===== config.mk =====
export PLATFORM = sky130hd
export DESIGN_NAME = add_serial
export DESIGN_NICKNAME = d
export VERILOG_FILES = /design/src/rtl/add_pkg.sv /design/src/rtl/add_chunk.sv /design/src/rtl/add_serial.sv
export SDC_FILE = /design/constraint.sdc
export NUM_CORES = 1
export LEC_CHECK = 0
export BUFFER_PORTS_ARGS = -buffer_cell sky130_fd_sc_hd__buf_4
export CAP_MARGIN = 20
export CORE_MARGIN = 8
export CORE_UTILIZATION = 55
export DETAILED_ROUTE_END_ITERATION = 12
export GPL_TIMING_DRIVEN = 0
export PLACE_DENSITY = 0.85
export SYNTH_ARGS = -nofsm -noshare
export SYNTH_HDL_FRONTEND = slang
export SYNTH_SLANG_ARGS = --single-unit
export TNS_END_PERCENT = 10

===== constraint.sdc =====
create_clock -name i_clk -period 5.41 [get_ports i_clk]
set_input_delay 0.541 -clock i_clk [delete_from_list [all_inputs] [get_ports i_clk]]
set_output_delay 0.541 -clock i_clk [all_outputs]
set_load 0.005 [all_outputs]

===== src/rtl/add_pkg.sv =====
// Shared definitions for the serial adder/subtractor.
//   state_t   : FSM state encoding (2-bit)
//   cnt_width : width of a counter that must hold 0..n-1 (never less than 1 bit)
package add_pkg;

  typedef enum logic [1:0] {
    ST_IDLE = 2'd0,
    ST_RUN  = 2'd1,
    ST_DONE = 2'd2
  } state_t;

  function automatic int cnt_width(input int n);
    int w;
    w = 1;
    for (int i = 1; i < 31; i++) begin
      if ((1 << i) < n) w = i + 1;
    end
    return w;
  endfunction

endpackage


===== src/rtl/add_chunk.sv =====
// Combinational CHUNK-bit ripple-carry adder built from full-adder cells.
// Ports:
//   i_a, i_b  CHUNK-bit operands
//   i_cin     carry into bit 0
//   o_sum     CHUNK-bit sum
//   o_cout    carry out of the top bit
//   o_cmsb    carry into the top bit (used for signed overflow)
module add_chunk #(
  parameter int CHUNK = 4
) (
  input  logic [CHUNK-1:0] i_a,
  input  logic [CHUNK-1:0] i_b,
  input  logic             i_cin,
  output logic [CHUNK-1:0] o_sum,
  output logic             o_cout,
  output logic             o_cmsb
);

  logic [CHUNK:0] w_c;

  assign w_c[0] = i_cin;

  for (genvar k = 0; k < CHUNK; k++) begin : g_fa
    assign o_sum[k]   = i_a[k] ^ i_b[k] ^ w_c[k];
    assign w_c[k + 1] = (i_a[k] & i_b[k]) | (w_c[k] & (i_a[k] ^ i_b[k]));
  end

  assign o_cout = w_c[CHUNK];
  assign o_cmsb = w_c[CHUNK-1];

endmodule


===== src/rtl/add_serial.sv =====
// Multi-cycle adder/subtractor: one CHUNK-bit adder reused WIDTH/CHUNK times,
// LSB chunk first, carry held in a register between chunks.
// Optional feature macro: ADD_SERIAL_FLAGS_EN adds zero/negative/overflow flags.
// Ports:
//   i_clk, i_reset          clock, synchronous active-high reset
//   i_in_valid, o_in_ready  operand handshake (i_a, i_b, i_sub, i_cin)
//   i_sub                   1: a - b, 0: a + b + cin (cin ignored for subtract)
//   o_out_valid, i_out_ready result handshake (o_sum, o_cout)
//   o_cout                  carry out of MSB (subtract: 1 = no borrow)
//   o_zr, o_ng, o_ovf       only with ADD_SERIAL_FLAGS_EN
//
// state | meaning
// IDLE  | ready for operands
// RUN   | adding one chunk per cycle
// DONE  | result held until consumer takes it
module add_serial
  import add_pkg::*;
#(
  parameter int WIDTH = 16,
  parameter int CHUNK = 4
) (
  input  logic             i_clk,
  input  logic             i_reset,
  input  logic             i_in_valid,
  output logic             o_in_ready,
  input  logic [WIDTH-1:0] i_a,
  input  logic [WIDTH-1:0] i_b,
  input  logic             i_sub,
  input  logic             i_cin,
  output logic             o_out_valid,
  input  logic             i_out_ready,
  output logic [WIDTH-1:0] o_sum,
  output logic             o_cout
`ifdef ADD_SERIAL_FLAGS_EN
  ,
  output logic             o_zr,
  output logic             o_ng,
  output logic             o_ovf
`endif
);

  localparam int N     = WIDTH / CHUNK;
  localparam int CNT_W = cnt_width(N);
  localparam logic [CNT_W-1:0] LAST = CNT_W'(N - 1);

  state_t           r_state;
  state_t           w_state_nxt;
  logic [WIDTH-1:0] r_a;
  logic [WIDTH-1:0] r_b;
  logic [WIDTH-1:0] r_sum;
  logic [CNT_W-1:0] r_cnt;
  logic             r_carry;
  logic             r_cout;
  logic             w_accept;
  logic             w_last;
  logic [CHUNK-1:0] w_chunk_sum;
  logic             w_chunk_cout;
  logic             w_chunk_cmsb;

  // Operands are shifted right each RUN cycle, so the adder always sees the low chunk.
  add_chunk #(.CHUNK(CHUNK)) u_chunk (
    .i_a    (r_a[CHUNK-1:0]),
    .i_b    (r_b[CHUNK-1:0]),
    .i_cin  (r_carry),
    .o_sum  (w_chunk_sum),
    .o_cout (w_chunk_cout),
    .o_cmsb (w_chunk_cmsb)
  );

  assign w_last = (r_cnt == LAST);

  always_ff @(posedge i_clk) begin
    if (i_reset) r_state <= ST_IDLE;
    else         r_state <= w_state_nxt;
  end

  always_comb begin
    w_state_nxt = r_state;
    o_in_ready  = 1'b0;
    o_out_valid = 1'b0;
    w_accept    = 1'b0;
    unique case (r_state)
      ST_IDLE: begin
        o_in_ready = 1'b1;
        if (i_in_valid) begin
          w_accept    = 1'b1;
          w_state_nxt = ST_RUN;
        end
      end
      ST_RUN: begin
        if (w_last) w_state_nxt = ST_DONE;
      end
      ST_DONE: begin
        o_out_valid = 1'b1;
        if (i_out_ready) w_state_nxt = ST_IDLE;
      end
      default: w_state_nxt = ST_IDLE;
    endcase
  end

  always_ff @(posedge i_clk) begin
    if (i_reset) begin
      r_a     <= '0;
      r_b     <= '0;
      r_sum   <= '0;
      r_cnt   <= '0;
      r_carry <= 1'b0;
      r_cout  <= 1'b0;
    end else if (w_accept) begin
      // Subtract as a + ~b + 1.
      r_a     <= i_a;
      r_b     <= i_sub ? ~i_b : i_b;
      r_carry <= i_sub | i_cin;
      r_cnt   <= '0;
    end else if (r_state == ST_RUN) begin
      r_a     <= r_a >> CHUNK;
      r_b     <= r_b >> CHUNK;
      r_carry <= w_chunk_cout;
      r_cnt   <= r_cnt + 1'b1;
      for (int k = 0; k < N; k++) begin
        if (r_cnt == CNT_W'(k)) r_sum[k*CHUNK +: CHUNK] <= w_chunk_sum;
      end
      if (w_last) r_cout <= w_chunk_cout;
    end
  end

  assign o_sum  = r_sum;
  assign o_cout = r_cout;

`ifdef ADD_SERIAL_FLAGS_EN
  logic [WIDTH-1:0] w_sum_final;
  logic             r_zr;
  logic             r_ng;
  logic             r_ovf;

  // Full result as it will look after the final chunk write.
  always_comb begin
    w_sum_final = r_sum;
    w_sum_final[WIDTH-CHUNK +: CHUNK] = w_chunk_sum;
  end

  always_ff @(posedge i_clk) begin
    if (i_reset) begin
      r_zr  <= 1'b0;
      r_ng  <= 1'b0;
      r_ovf <= 1'b0;
    end else if (r_state == ST_RUN && w_last) begin
      r_zr  <= (w_sum_final == '0);
      r_ng  <= w_chunk_sum[CHUNK-1];
      r_ovf <= w_chunk_cmsb ^ w_chunk_cout;
    end
  end

  assign o_zr  = r_zr;
  assign o_ng  = r_ng;
  assign o_ovf = r_ovf;
`else
  logic w_unused_cmsb;
  assign w_unused_cmsb = w_chunk_cmsb;
`endif

endmodule

==> results of run 1 <==
## layout make-up
class / count / area, um2
inverter: 13 / 48.8
buffer: 19 / 97.6
fill: 359 / 1330
clock inverter: 1 / 5.00
sequential: 54 / 1080
timing repair buffer: 53 / 398
multi-input combinational: 167 / 1180
tap: 52 / 65.1
clock buffer: 7 / 86.3
## state kept, by name (all words and copies together) (netlist names)
register  count
r_a          16
o_sum        16
r_state       2
r_carry       1
o_cout        1
r_cnt         2
r_b          16
## report_power, final
group | total (mW) | internal [mW] | leakage [nW] | switching [mW]
Combinational | 0.142 | 0.0705 | 0.774 | 0.0710
Clock | 0.226 | 0.103 | 0.0482 | 0.122
Sequential | 0.439 | 0.423 | 0.442 | 0.0158
## cells by family (layout without fill, tap and decap cells)
group | after synthesis | in the layout | synth area share, %
AOI/OAI and AO/OA | 55 | 55 | 18.1
xor gates and xnor gates | 17 | 17 | 6.18
adders and majority gates | 8 | 8 | 5.40
buffers and inverters | 32 | 93 | 6.07
DFF | 54 | 54 | 44.9
muxes | 13 | 13 | 5.40
and+or+nand+nor | 74 | 74 | 14.0
## worst max-delay path, stage by stage (launching register included)
cell and delay, ps:
dfxtp_1 340, fa_1 410, inv_1 80, fa_1 160
inv_1 50, fa_1 350, inv_1 70, fa_1 470
a211oi_1 230
## final timing paths
kind,depth (start not counted),to,start
max reg2reg,8,o_sum[3],r_a[0]
max,8,o_sum[3],r_a[0]
min,2,r_b[15],r_b[15]
min reg2reg,2,r_b[15],r_b[15]
## layer usage
layer / wire length [um] / global-route usage, %
met1: 2360 / 20.4
met2: 2600 / 26.9
met3: 361 / 4.11
met4: 83 / 5.79
met5: 0 / 0
## layout by cell type, fill, tap and decap left out, drive strengths merged, types with 2 or more instances in the layout
master   count
a21oi        5
nor3         2
a22oi        4
mux2i       13
nand3        4
nand2        4
fa           4
o2bb2ai      4
and3b        4
clkinv       2
buf         67
clkbuf      12
a221oi       2
nand2b       2
a211oi      19
o22ai        5
xnor2       13
ha           4
a221o       12
xor2         4
nor2        54
inv         12
dfxtp       54
==> flow_summary.toml, run 1 <==
[yosys]
syn-instance-count = 253
synth_area_um2 = 2410
netlist-cell-type-count = 33
syn_avg_cell_area_um2 = 9.52
synth.area.top_cells = "dfxtp_1 45%, nor2_1 8.4%, a211oi_1 5.9%"
yosys_warnings = 0
synth_commonest_cells = "54 x dfxtp_1, 54 x nor2_1, 19 x a211oi_1"
syn-num-nets = 299
ys_seq_elements = 54
synth_edf_count = 0
synth_area_leader_cell = "dfxtp_1"
ys_seq_area_share_pct = 44.9
postSynth.asyncResetShare_pct = 0
yosysTopAreaCellShare_pct = 44.9
ys.flop_type = "dfxtp_1"

[grt]
antenna_found_initial = 0
gr-total-overflow = 0
grt_pass1_wl_um = 8710
grt_max_degree = 16
grt_use_total_pct = 16.4
grt_pass1_vias = 1936

[sta]
fmax_ghz = 0.446
final-hold-violation-count = 0
setup_slack_ps = 3170
min_period_ps = 2240
rsz0062_at_grt = "false"
worstMarginPinSlew_ps = 662
skew_ps = 4.53
slew_headroom_pct = 55.6
whs_ps = 467
fin_crit_sh_pct = 41.4
fin_setup_tns_ps = 0
setup_viol = 0
slew_viol_final = 0

[worst_setup_path]
criticalPathCategory = "register to register"
cp.required_ps = 5630
cp-start-kind = "register"
reg2reg_setup_slack_ps = 3170
cp.arrival_ps = 2460
crit_fanout = 4
end_kind = "register"

[clocking]
clockBufferDepth = 2
ctsHoldBuffers = 0
cts_tree = "yes"
post_cts_buffers = 0
insertion_delay_ps = 300
clock_sinks = 54
cts_buffers = 5
path_clk_slew_ps = 90
cts-htree-levels = 2
root_buffer = "clkbuf_8"
ctsResizeCount = 0

[run_status]
status = "completed"

[detailed_routing]
antenna_left = 0
dr.pass1.iters = 4
wl_per_cell_um = 14.8
drt-total-wl_um = 5410
drt_iter0_markers = 72
via_per_inst = 5.41
drc = 0
via_count = 1980

[finish]
drive_above_1_share_pct = 24.5
final_util_pct = 69.0
syn_to_final_growth_pct = 23.0
antenna_cells = 0
final_cell_area_um2 = 2960
nNetsFinal = 359
fin_cells = 366

[floorplanning]
die_area_um2 = 6760
fp-row-count = 24
io_pins = 57
core_area_um2 = 4290
initial_core_util_pct = 56.1
die_y_um = 82.2
fp.dieW_um = 82.2

[placed_design]
dp_hpwl_um = 4210
place_inst = 358
gp_congestion = 0.811
port_buffers = 53
dpl-instance-area_um2 = 2870
dp_slack_ps = 3180

[flow_run]
max_cap_violations = 0

[pwr]
ir_drop_uv = 167
p_leak_nw = 1.27
p_per_area_nw_per_um2 = 272
power_mw = 0.806

[hold_path]
hp-class = "register to register"
Power figures use the tool's default switching activity.
==> run 2: changes to the inputs <==
Settings changed: CORE_UTILIZATION 55 to 48, PLACE_DENSITY 0.85 to 0.79.
Clock period 5.41 ns to 1.93 ns, I/O delays scaled along.
==> flow_summary.toml, run 2 (synthesis results as in run 1) <==
[run_status]
status = "complete, but fails checks"
violations = "negative setup slack"

[floorplanning]
initial_core_util_pct = 50.4
fp.dieW_um = 86.9
die_area_um2 = 7540
io_pins = 57
core_area_um2 = 4790
die_y_um = 86.9
fp-row-count = 25

[sta]
rsz0062_at_grt = "true"
slew_headroom_pct = 53.2
setup_slack_ps = -231
fin_crit_sh_pct = 112
setup_viol = 5
final-hold-violation-count = 0
fmax_ghz = 0.463
worstMarginPinSlew_ps = 699
min_period_ps = 2160
slew_viol_final = 0
skew_ps = 3.26

[detailed_routing]
dr.pass1.iters = 4
via_per_inst = 5.19
drc = 0
drt-total-wl_um = 5760
antenna_left = 0
drt_iter0_markers = 118
via_count = 1974
wl_per_cell_um = 15.2

[grt]
gr-total-overflow = 0
grt_pass1_wl_um = 9390
antenna_found_initial = 0
grt_use_total_pct = 15.7
grt_pass1_vias = 1991
grt_max_degree = 15

[clocking]
cts_tree = "yes"
clockBufferDepth = 2
ctsHoldBuffers = 0
cts-htree-levels = 2
path_clk_slew_ps = 90
insertion_delay_ps = 310
clock_sinks = 54
root_buffer = "clkbuf_8"
cts_buffers = 5
post_cts_buffers = 0

[pwr]
p_per_area_nw_per_um2 = 746
power.share.combinational_pct = 18.7
ir_drop_uv = 535
pwr-share-clk_pct = 26.4
p_leak_nw = 1.26
p_int_mw = 1.64
power_mw = 2.24
p_sw_mw = 0.598
pwr-share-seq_pct = 54.9
switching_share_pct = 26.7

[worst_setup_path]
cp-start-kind = "register"
cpMostUsedCell = "fa_2"
criticalPathCategory = "register to register"
cp.arrival_ps = 2390
rr_worst_depth = 8
cp_cell_sequence = "fa_2, inv_2, fa_2, inv_2, fa_2, inv_2, fa_2, a211oi_2"
crit_fanout = 4
crit_path_top_delay_cell = "fa_2"
end_kind = "register"
r2r_start = "r_carry"
cp_top_family = "adder cells"
crit_buf_inv = 3
cpPeakStageDelay_ps = 480
cp.required_ps = 2160
reg2reg_setup_slack_ps = -230
r2r_end = "o_sum[11]"

[placed_design]
dp_slack_ps = -295
gp_congestion = 0.817
dp_hpwl_um = 4450
port_buffers = 53

[hold_path]
hold_path_end = "r_a[15]"
hp-class = "primary input to register"
hp-start = "i_a[15]"
min_path_cells = 3

[finish]
nNetsFinal = 359
drive_above_1_share_pct = 28.1
antenna_cells = 0
final_util_pct = 62.8
final_cell_mix = "54 x nor2_1, 54 x buf_4, 53 x dfxtp_1, 15 x a211oi_1"
nFillCells = 436
syn_to_final_growth_pct = 24.7

[flow_run]
max_cap_violations = 0
[run 2: cell types whose count changed in the layout (fill, tap and decap cells not counted), sizes merged]
cell,before,now
clkinv,2,1
[run 2: power by group through the flow]
stage / Sequential (mW) / Clock [mW] / Combinational, mW
after floorplan: 1.25 / 0 / 0.264
after global placement: 1.25 / 0 / 0.397
after global routing: 1.24 / 0.646 / 0.462
after CTS: 1.23 / 0.603 / 0.420
final: 1.23 / 0.593 / 0.419
after detailed placement: 1.26 / 0 / 0.407
[run 2: cell type report]
class	instances	area, um2	share of cell area, %
multi-input cells	167	1220	40.5
repair buffers	53	398	13.2
flip-flops and latches	54	1080	36.0
clock buffers	7	76.3	2.54
inverters	13	48.8	1.62
plain buffers	19	97.6	3.25
well taps	67	83.8	2.79
[run 2: worst max-delay path by stage]
stage / slack (ps) / endpoint / depth (start not counted) / startpoint
3_3_place_gp: -210 / o_sum[11] / 8 / r_carry
2_1_floorplan: -150 / o_sum[11] / 8 / r_carry
3_5_place_dp: -290 / o_sum[11] / 8 / r_carry
5_1_grt: -310 / o_sum[11] / 8 / r_carry
6_report: -230 / o_sum[11] / 8 / r_carry
4_1_cts: -230 / o_sum[11] / 8 / r_carry
[run 2: worst register-to-register path: stages, from the launching register on]
cell and delay, ps:
dfxtp_2 340, fa_2 380, inv_2 60, fa_2 180, inv_2 40, fa_2 320, inv_2 60, fa_2 480
a211oi_2 220
[run 2: per-stage QoR]
| stage | area [um2] | TNS [ps] | instances | hold WS, ps |
|---|---|---|---|---|
| final | 3010 | -921 | 380 | 130 |
| after detailed placement | 2900 | -1050 | 373 | 449 |
| after global placement | 2900 | -832 | 373 | 446 |
| after global routing | 3010 | -1280 | 380 | 143 |
| after floorplan | 2420 | -504 | 253 | 354 |
| after CTS | 3010 | -914 | 380 | 131 |
[run 2: timing repair]
action | 4_1_cts | 5_1_grt
pin swaps | 2 | 0
setup endpoints to repair | 6 | 7
resized for setup | 7 | 0
[run 2: layer usage]
| layer | wire, um | GRT usage [%] | vias up |
|---|---|---|---|
| met1 | 2560 | 19.2 | 917 |
| met2 | 2730 | 25.4 | 55 |
| li1 | - | - | 998 |
| met3 | 423 | 4.62 | 4 |
| met4 | 42 | 6.10 | 0 |
| met5 | 0 | 0 | - |
